File: src/rtl/pre_if_multi.sv
// Instruction pre-fetch stage. Issues sram-like fetch requests, keeps up to DEPTH
// in-order entries and drops returned data that belongs to flushed requests.
module pre_if_multi #(
    parameter int          DEPTH    = 4,
    parameter logic [31:0] RESET_PC = 32'hBFC00000
) (
    input  logic        clk,
    input  logic        reset,
    output logic        inst_sram_req,
    output logic [31:0] inst_sram_addr,
    input  logic        inst_sram_addr_ok,
    input  logic        inst_sram_data_ok,
    input  logic [31:0] inst_sram_rdata,
    input  logic        redirect_valid,
    input  logic [31:0] redirect_pc,
    output logic        out_valid,
    input  logic        out_ready,
    output logic [31:0] out_pc,
    output logic [31:0] out_inst,
    output logic        out_exception,
    output logic [4:0]  out_exccode
);

    localparam int              PW       = $clog2(DEPTH);
    localparam int              CW       = PW + 1;
    localparam logic [CW-1:0]   DEPTH_C  = CW'(DEPTH);
    localparam logic [4:0]      EXC_ADEL = 5'h04;

    logic [31:0]      pc;
    logic [31:0]      q_pc     [DEPTH];
    logic [31:0]      q_inst   [DEPTH];
    logic [DEPTH-1:0] q_filled;
    logic [DEPTH-1:0] q_exc;
    logic [PW-1:0]    head;
    logic [PW-1:0]    tail;
    logic [PW-1:0]    fill;
    logic [CW-1:0]    count;
    logic [CW-1:0]    inflight;
    logic [CW-1:0]    discard;
    logic             halted;

    logic             full;
    logic             fetch_ok;
    logic             push_req;
    logic             push_exc;
    logic             push;
    logic             resp;
    logic             fill_we;
    logic             head_live;
    logic             pop;
    logic [CW-1:0]    inflight_dec;

    assign full     = (count == DEPTH_C);
    assign fetch_ok = !reset && !redirect_valid && !halted && !full;

    assign inst_sram_req  = fetch_ok && (pc[1:0] == 2'b00) && (inflight != DEPTH_C);
    assign inst_sram_addr = pc;

    assign push_req = inst_sram_req && inst_sram_addr_ok;
    assign push_exc = fetch_ok && (pc[1:0] != 2'b00);
    assign push     = push_req || push_exc;

    // data_ok with nothing outstanding is a protocol violation and is ignored
    assign resp         = inst_sram_data_ok && (inflight != '0);
    assign inflight_dec = inflight - CW'(resp);
    assign fill_we      = resp && (discard == '0) && !redirect_valid && !reset;

    assign head_live     = !reset && (count != '0);
    assign out_valid     = head_live && q_filled[head];
    assign out_exception = head_live && q_exc[head];
    assign out_exccode   = out_exception ? EXC_ADEL : 5'd0;
    assign out_pc        = q_pc[head];
    assign out_inst      = q_inst[head];
    assign pop           = out_valid && out_ready && !redirect_valid;

    always_ff @(posedge clk) begin
        if (reset) begin
            pc       <= RESET_PC;
            head     <= '0;
            tail     <= '0;
            fill     <= '0;
            count    <= '0;
            inflight <= '0;
            discard  <= '0;
            halted   <= 1'b0;
        end else if (redirect_valid) begin
            // every request still outstanding after this cycle must be dropped
            pc       <= redirect_pc;
            head     <= '0;
            tail     <= '0;
            fill     <= '0;
            count    <= '0;
            inflight <= inflight_dec;
            discard  <= inflight_dec;
            halted   <= 1'b0;
        end else begin
            if (push_req) pc <= pc + 32'd4;
            if (push_exc) halted <= 1'b1;
            if (push)     tail <= tail + PW'(1);
            if (pop)      head <= head + PW'(1);
            if (fill_we)  fill <= fill + PW'(1);
            count    <= count + CW'(push) - CW'(pop);
            inflight <= inflight_dec + CW'(push_req);
            if (resp && (discard != '0)) discard <= discard - CW'(1);
        end
    end

    // push and fill never target the same slot: fill only points at unfilled live entries
    always_ff @(posedge clk) begin
        if (push) begin
            q_pc[tail]     <= pc;
            q_inst[tail]   <= '0;
            q_filled[tail] <= push_exc;
            q_exc[tail]    <= push_exc;
        end
        if (fill_we) begin
            q_inst[fill]   <= inst_sram_rdata;
            q_filled[fill] <= 1'b1;
        end
    end

endmodule

File: config.mk
export PLATFORM = sky130hd
export DESIGN_NAME = pre_if_multi
export DESIGN_NICKNAME = d
export VERILOG_FILES = /design/src/rtl/pre_if_multi.sv
export SDC_FILE = /design/constraint.sdc
export NUM_CORES = 1
export LEC_CHECK = 0
export BUFFER_PORTS_ARGS = -buffer_cell sky130_fd_sc_hd__buf_2
export CORE_ASPECT_RATIO = 0.8
export CORE_MARGIN = 8
export CORE_UTILIZATION = 49
export CTS_CLUSTER_DIAMETER = 120
export CTS_CLUSTER_SIZE = 25
export DETAILED_ROUTE_END_ITERATION = 10
export GPL_TIMING_DRIVEN = 0
export PLACE_DENSITY = 0.66
export RECOVER_POWER = 100
export SLEW_MARGIN = 25
export SYNTH_ARGS = -nofsm -noshare
export SYNTH_HDL_FRONTEND = slang
export SYNTH_SLANG_ARGS = --single-unit
File: constraint.sdc
create_clock -name clk -period 4.07 [get_ports clk]
set_input_delay 0.407 -clock clk [delete_from_list [all_inputs] [get_ports clk]]
set_output_delay 0.407 -clock clk [all_outputs]
set_load 0.1 [all_outputs]
Yosys cells after proc, flatten, opt, wreduce, memory -nomap -nowiden
Memory sizes are Yosys's and may differ from the RTL's. A register that Yosys moved wholly into a read port is not among the register bits.
Index checks and enable logic that the tools add are counted.

operators by class
  $add $sub $neg = 9
  order comparisons = 5
  equal/unequal tests = 2
  muxes and demuxes = 26
  bitwise logic cells = 1
  reduce and logical (&&, ||, !) cells = 33

operators with widths
  cell                   count
  $mux 32                2
  $add 32x3->32 const B  1
  $logic_and 1x1->1      19
  $mux 3                 4
  $lt 2x3->1 const B     3
  $reduce_bool 3->1      3
  $bwmux 4               2
  $mux 1                 8
  $mux 2                 4
  $mux 4                 2
  $add 2x1->2 const B    3
  $add 3x1->3            2
  $reduce_bool 2->1      3
  $sub 3x1->3            2
  $bmux 1 s2             2
  $demux 1 s2            2
  $ge 2x1->1 const B     2
  $logic_not 1->1        4
  $or 4x4->4             1
  $eq 3x3->1 const B     1
  $logic_not 3->1        1
  $ne 3x3->1 const B     1
  $sub 3x1->3 const B    1
  $logic_not 2->1        1
  other kinds (2)        2

word-level totals
  flip-flop bits (word level) = 56
  RAM bits = 256
  bits of input ports = 70
  output and inout port bits = 104
  logic and storage cells = 88
  memories kept = 2

memories
  memory  depth  width  rd ports  clocked after memory_dff  wr ports  RTL line  source
  q_inst  4      32     1         1                         2         31        logic [31:0] q_inst [DEPTH];
  q_pc    4      32     1         1                         1         30        logic [31:0] q_pc [DEPTH];

Logic depth before layout (Yosys ltp)
  depth after elaboration = 11
  mapped depth = 13
  gate-level depth less buffers = 12

Worst setup path before layout
Ideal clock, no wire load.

  kind = reg-to-reg
  start point = register pc[0] (netlist: inst_sram_addr[0])
  end point = register pc[18] (netlist: inst_sram_addr[18])
  library setup time = 0.086 ns
  data arrival time = 4.971 ns
  required time = 3.984 ns
  slack = -0.987 ns
  stages on the path, launching flop included = 6
  buffers on the path = 0
  clock period less this slack = 5.057 ns
  cell sequence = dfxtp_1 > nor2_1 > nor4b_1 > nand4_1 > xor2_1 > a211oi_1

on the way
  cells in the longest elaborated chain, start to end = 5
  elaborated cells between the ends (all ways) = 8
  classes of those cells = 1 x add/sub; 2 x mux; 5 x reduce/logical

RTL lines
  what                            RTL line  source
  start, declared                 29        logic [31:0] pc;
  start signal, assigned          88        pc <= redirect_pc;
  start signal, assigned          97        if (push_req) pc <= pc + 32'd4;
  $logic_not 2->1                 56        assign inst_sram_req = fetch_ok && (pc[1:0] == 2'b00) && (inflight != DEPTH_C);
  $logic_and 1x1->1 (2 in a row)  56
  named net inst_sram_req         9         output logic inst_sram_req,
  $logic_and 1x1->1               59        assign push_req = inst_sram_req && inst_sram_addr_ok;
  $reduce_bool 2->1 (no line)     n/a

The timed path passes the listed nets, and every way through them passes these cells. The select of a mux whose other input is x is not followed.
A chain may end at the register's enable or synchronous reset.

==> impl_metrics.ini <==
[final_layout]
layout.nets = 1151
layout.filler_cells = 2258
area_growth_syn_to_layout_pct = 12.8
layout-drive-gt1-share_pct = 21.8
final_util_pct = 55.8
fin_cells = 1439

[worst_setup_path]
worst_setup_path_end_kind = primary output
delay_of_the_slowest_cell_on_the_worst_path_ns = 0.74
critical_path.max_fanout = 10
arrival_ns = 3.22
crit_path_start_kind = register
timing.critical_path.slowest_stage_cell = sky130_fd_sc_hd__clkbuf_1
cp.required_ns = 3.66
timing.setup.critical_path_class = register to primary output
timing.critical_path.cells = clkbuf_1 -> clkbuf_1 -> mux4_2 -> clkbuf_2
path_common_cell = sky130_fd_sc_hd__clkbuf_1

[yosys]
yosysWarningCount = 0
post_synth_num_cell_types = 63
fraction_of_registers_with_async_set_reset_pct = 0
yosys.area.top_type_share_pct = 58.4
synth.most_common_cell = sky130_fd_sc_hd__edfxtp_1
synth_area_mm2 = 0.0134
synthesis.instances = 870
synth_ff_type = sky130_fd_sc_hd__edfxtp_1
synth_enable_flop_cells = 260
netlist_top_cells_count = 260 x sky130_fd_sc_hd__edfxtp_1, 133 x sky130_fd_sc_hd__and3_1, 66 x sky130_fd_sc_hd__mux4_2
synth.ff_latch_count = 314
synth.area.top_cells = sky130_fd_sc_hd__edfxtp_1 58%, sky130_fd_sc_hd__mux4_2 11%, sky130_fd_sc_hd__dfxtp_1 8.1%, sky130_fd_sc_hd__and3_1 6.2%, sky130_fd_sc_hd__ha_1 1.6%
syn_avg_cell_area_um2 = 15.4
synth_largest_area_cell = sky130_fd_sc_hd__edfxtp_1
yosysSeqAreaShare_pct = 66.4

[detailed_routing]
detail_route.first_pass.iterations = 5
maxUsedRoutingLayer = met5
detail_route.wl_per_cell_um = 23.2
wl_met2_mm = 15.7
initialDrtViolationCount = 693
metal1_wirelength_mm = 15.1
drc = 0
totalWireLength_mm = 33.3
detail_route.vias_per_cell = 5.75
detailroute.wirelength.met3_mm = 1.86
vias = 8273
antenna_left = 0

[sta]
period_needed_ns = 3.63
finalHoldViolCount = 0
layout_worst_path_cycle_share_pct = 89.1
setup-violations-final = 0
worstMarginPinSlew_ns = 1.45
max_slew_margin_pct = 3.42
timing.setup.tns_ns = 0
final_critical_path_setup_slack_ns = 0.443
finClkSkew_ns = 0.0195
final_max_slew_viol_count = 0
fmax_ghz = 0.276
setup_repair_after_global_routing_missed_its_margin = no
hold-worst-slack_ns = 0.121

[clock_tree]
cts.path.max_buffers = 3
cts_buffers = 16
worstSkewPairLatency_ns = 0.51
tritoncts_sink_count = 314
tritoncts = yes
clk_root_buffer_cell = sky130_fd_sc_hd__clkbuf_16
cts.reportedPaths.clkPinSlew_ns = 0.10
cts_resized = 0
clock_tree.htree_level_count = 1
postCtsSetupBuffers = 0
postCtsHoldBufs = 0

[die]
start_util_pct = 49.5
num_rows = 54
overall_die_height_um = 164
boundaryPins = 174
die_area_mm2 = 0.0329
placeableCoreArea_mm2 = 0.0270
die_w_um = 201

[grt]
via_count_of_the_first_global_routing_pass = 8628
grt_max_degree = 33
gr-total-overflow = 0
grt_antenna_before_repair = 4
gr-usage-all-layers_pct = 20.0
global_route_wire_length_before_repair_mm = 51.6

[placement]
dpl_cells = 1409
total_half_perimeter_wirelength_after_legalization_and_detailed_placement_mm = 22.7
gp_weighted_congestion = 0.849
number_of_port_buffers = 168
dp_worst_setup_slack_ns = 0.632

[power_and_ir_drop]
power.density_cell_area_mw_per_mm2 = 422
total_leakage_power_uw = 0.00528
maximum_vdd_drop_v = 0.000272

[run_status]
run_status = complete, no violations

[flow_run]
maxCapViolations = 0

[hold_path]
min_path_type = primary input to register
## layout make-up
class / count / area (um^2) / share of cell area [%]
flip-flops and latches: 314 / 8890 / 58.9
multi-input cells: 473 / 4110 / 27.2
repair buffers: 172 / 805 / 5.33
clock buffers: 27 / 463 / 3.07
well taps: 364 / 455 / 3.02
plain buffers: 63 / 263 / 1.74
inverters: 23 / 87.6 / 0.580
clock inverters: 1 / 16.3 / 0.108
diodes: 2 / 5.00 / 0.0332
## power breakdown
group | internal [uW] | leakage, uW | switching, uW
Combinational | 198 | 0.00244 | 722
Sequential | 3560 | 0.00261 | 89.8
Clock | 796 | 0.000228 | 1010
Total | 4550 | 0.00528 | 1820
## metrics by stage
stage	total power, uW	instance area [um^2]
after CTS	6420	15300
final	6370	15100
after floorplan	4420	13400
after global routing	6570	15100
after detailed placement	4660	14800
after global placement	4640	14700
## registers in the layout, summed over array words and instances (netlist names), 2 cells and up, named ones only
signal / flops
count: 3
discard: 3
fill: 2
head: 2
inflight: 3
inst_sram_addr: 32
q_exc: 4
q_filled: 4
q_inst: 128
q_pc: 128
tail: 2
## worst max-delay path: cells and delay by family (launching register included)
family,cells,cell delay (ns)
buffers and inverters,3,1.74
muxes,1,0.65
DFF,1,0.32
## cells in the final DEF (no fill, tap or decap), types with 5 or more instances in the layout
cell type and n:
sky130_fd_sc_hd__o21ai_0 12, sky130_fd_sc_hd__xor2_1 8, sky130_fd_sc_hd__clkbuf_2 54, sky130_fd_sc_hd__a21oi_1 31, sky130_fd_sc_hd__ha_1 17, sky130_fd_sc_hd__buf_4 5, sky130_fd_sc_hd__clkbuf_1 110, sky130_fd_sc_hd__inv_1 22
sky130_fd_sc_hd__nand4_1 14, sky130_fd_sc_hd__edfxtp_1 260, sky130_fd_sc_hd__and2_1 5, sky130_fd_sc_hd__xnor2_1 12, sky130_fd_sc_hd__nor2_1 38, sky130_fd_sc_hd__nand2_1 24, sky130_fd_sc_hd__mux4_2 66, sky130_fd_sc_hd__a211oi_1 7
sky130_fd_sc_hd__and3_1 133, sky130_fd_sc_hd__o311ai_0 5, sky130_fd_sc_hd__or2_2 6, sky130_fd_sc_hd__clkbuf_16 17, sky130_fd_sc_hd__a221o_1 5, sky130_fd_sc_hd__buf_2 73, sky130_fd_sc_hd__a31oi_1 5, sky130_fd_sc_hd__dfxtp_1 54
sky130_fd_sc_hd__nand3_1 11, sky130_fd_sc_hd__nor4_1 6, sky130_fd_sc_hd__nor3_1 8
## logic make-up after synthesis
family | synth area share (%)
multiplexers | 11.5
other | 0.0280
AO/OA/AOI/OAI | 4.27
flip-flops | 66.4
AND/OR/NAND/NOR | 11.9
XOR/XNOR | 1.31
buffers and inverters | 2.84
adder cells (fa/ha/maj) | 1.74
## layer usage
| layer | global-route usage (%) | vias to the layer above |
|---|---|---|
| li1 | - | 3774 |
| met1 | 28.8 | 4185 |
| met2 | 32.0 | 271 |
| met3 | 2.86 | 41 |
| met4 | 4.97 | 2 |
| met5 | 0 | - |
## path summary, 6_finish.rpt
path                            cells past startpoint                 end  slack, ns               from
worst max-delay path                                4        out_inst[29]       0.44           register
worst min-delay path                                3  inst_sram_addr[31]       0.12    redirect_pc[31]
worst max register to register                      5          q_pc[1][0]       0.53  inst_sram_addr[1]
worst min register to register                      2              halted       0.49             halted
No activity file was read; power rests on OpenSTA's default activity.
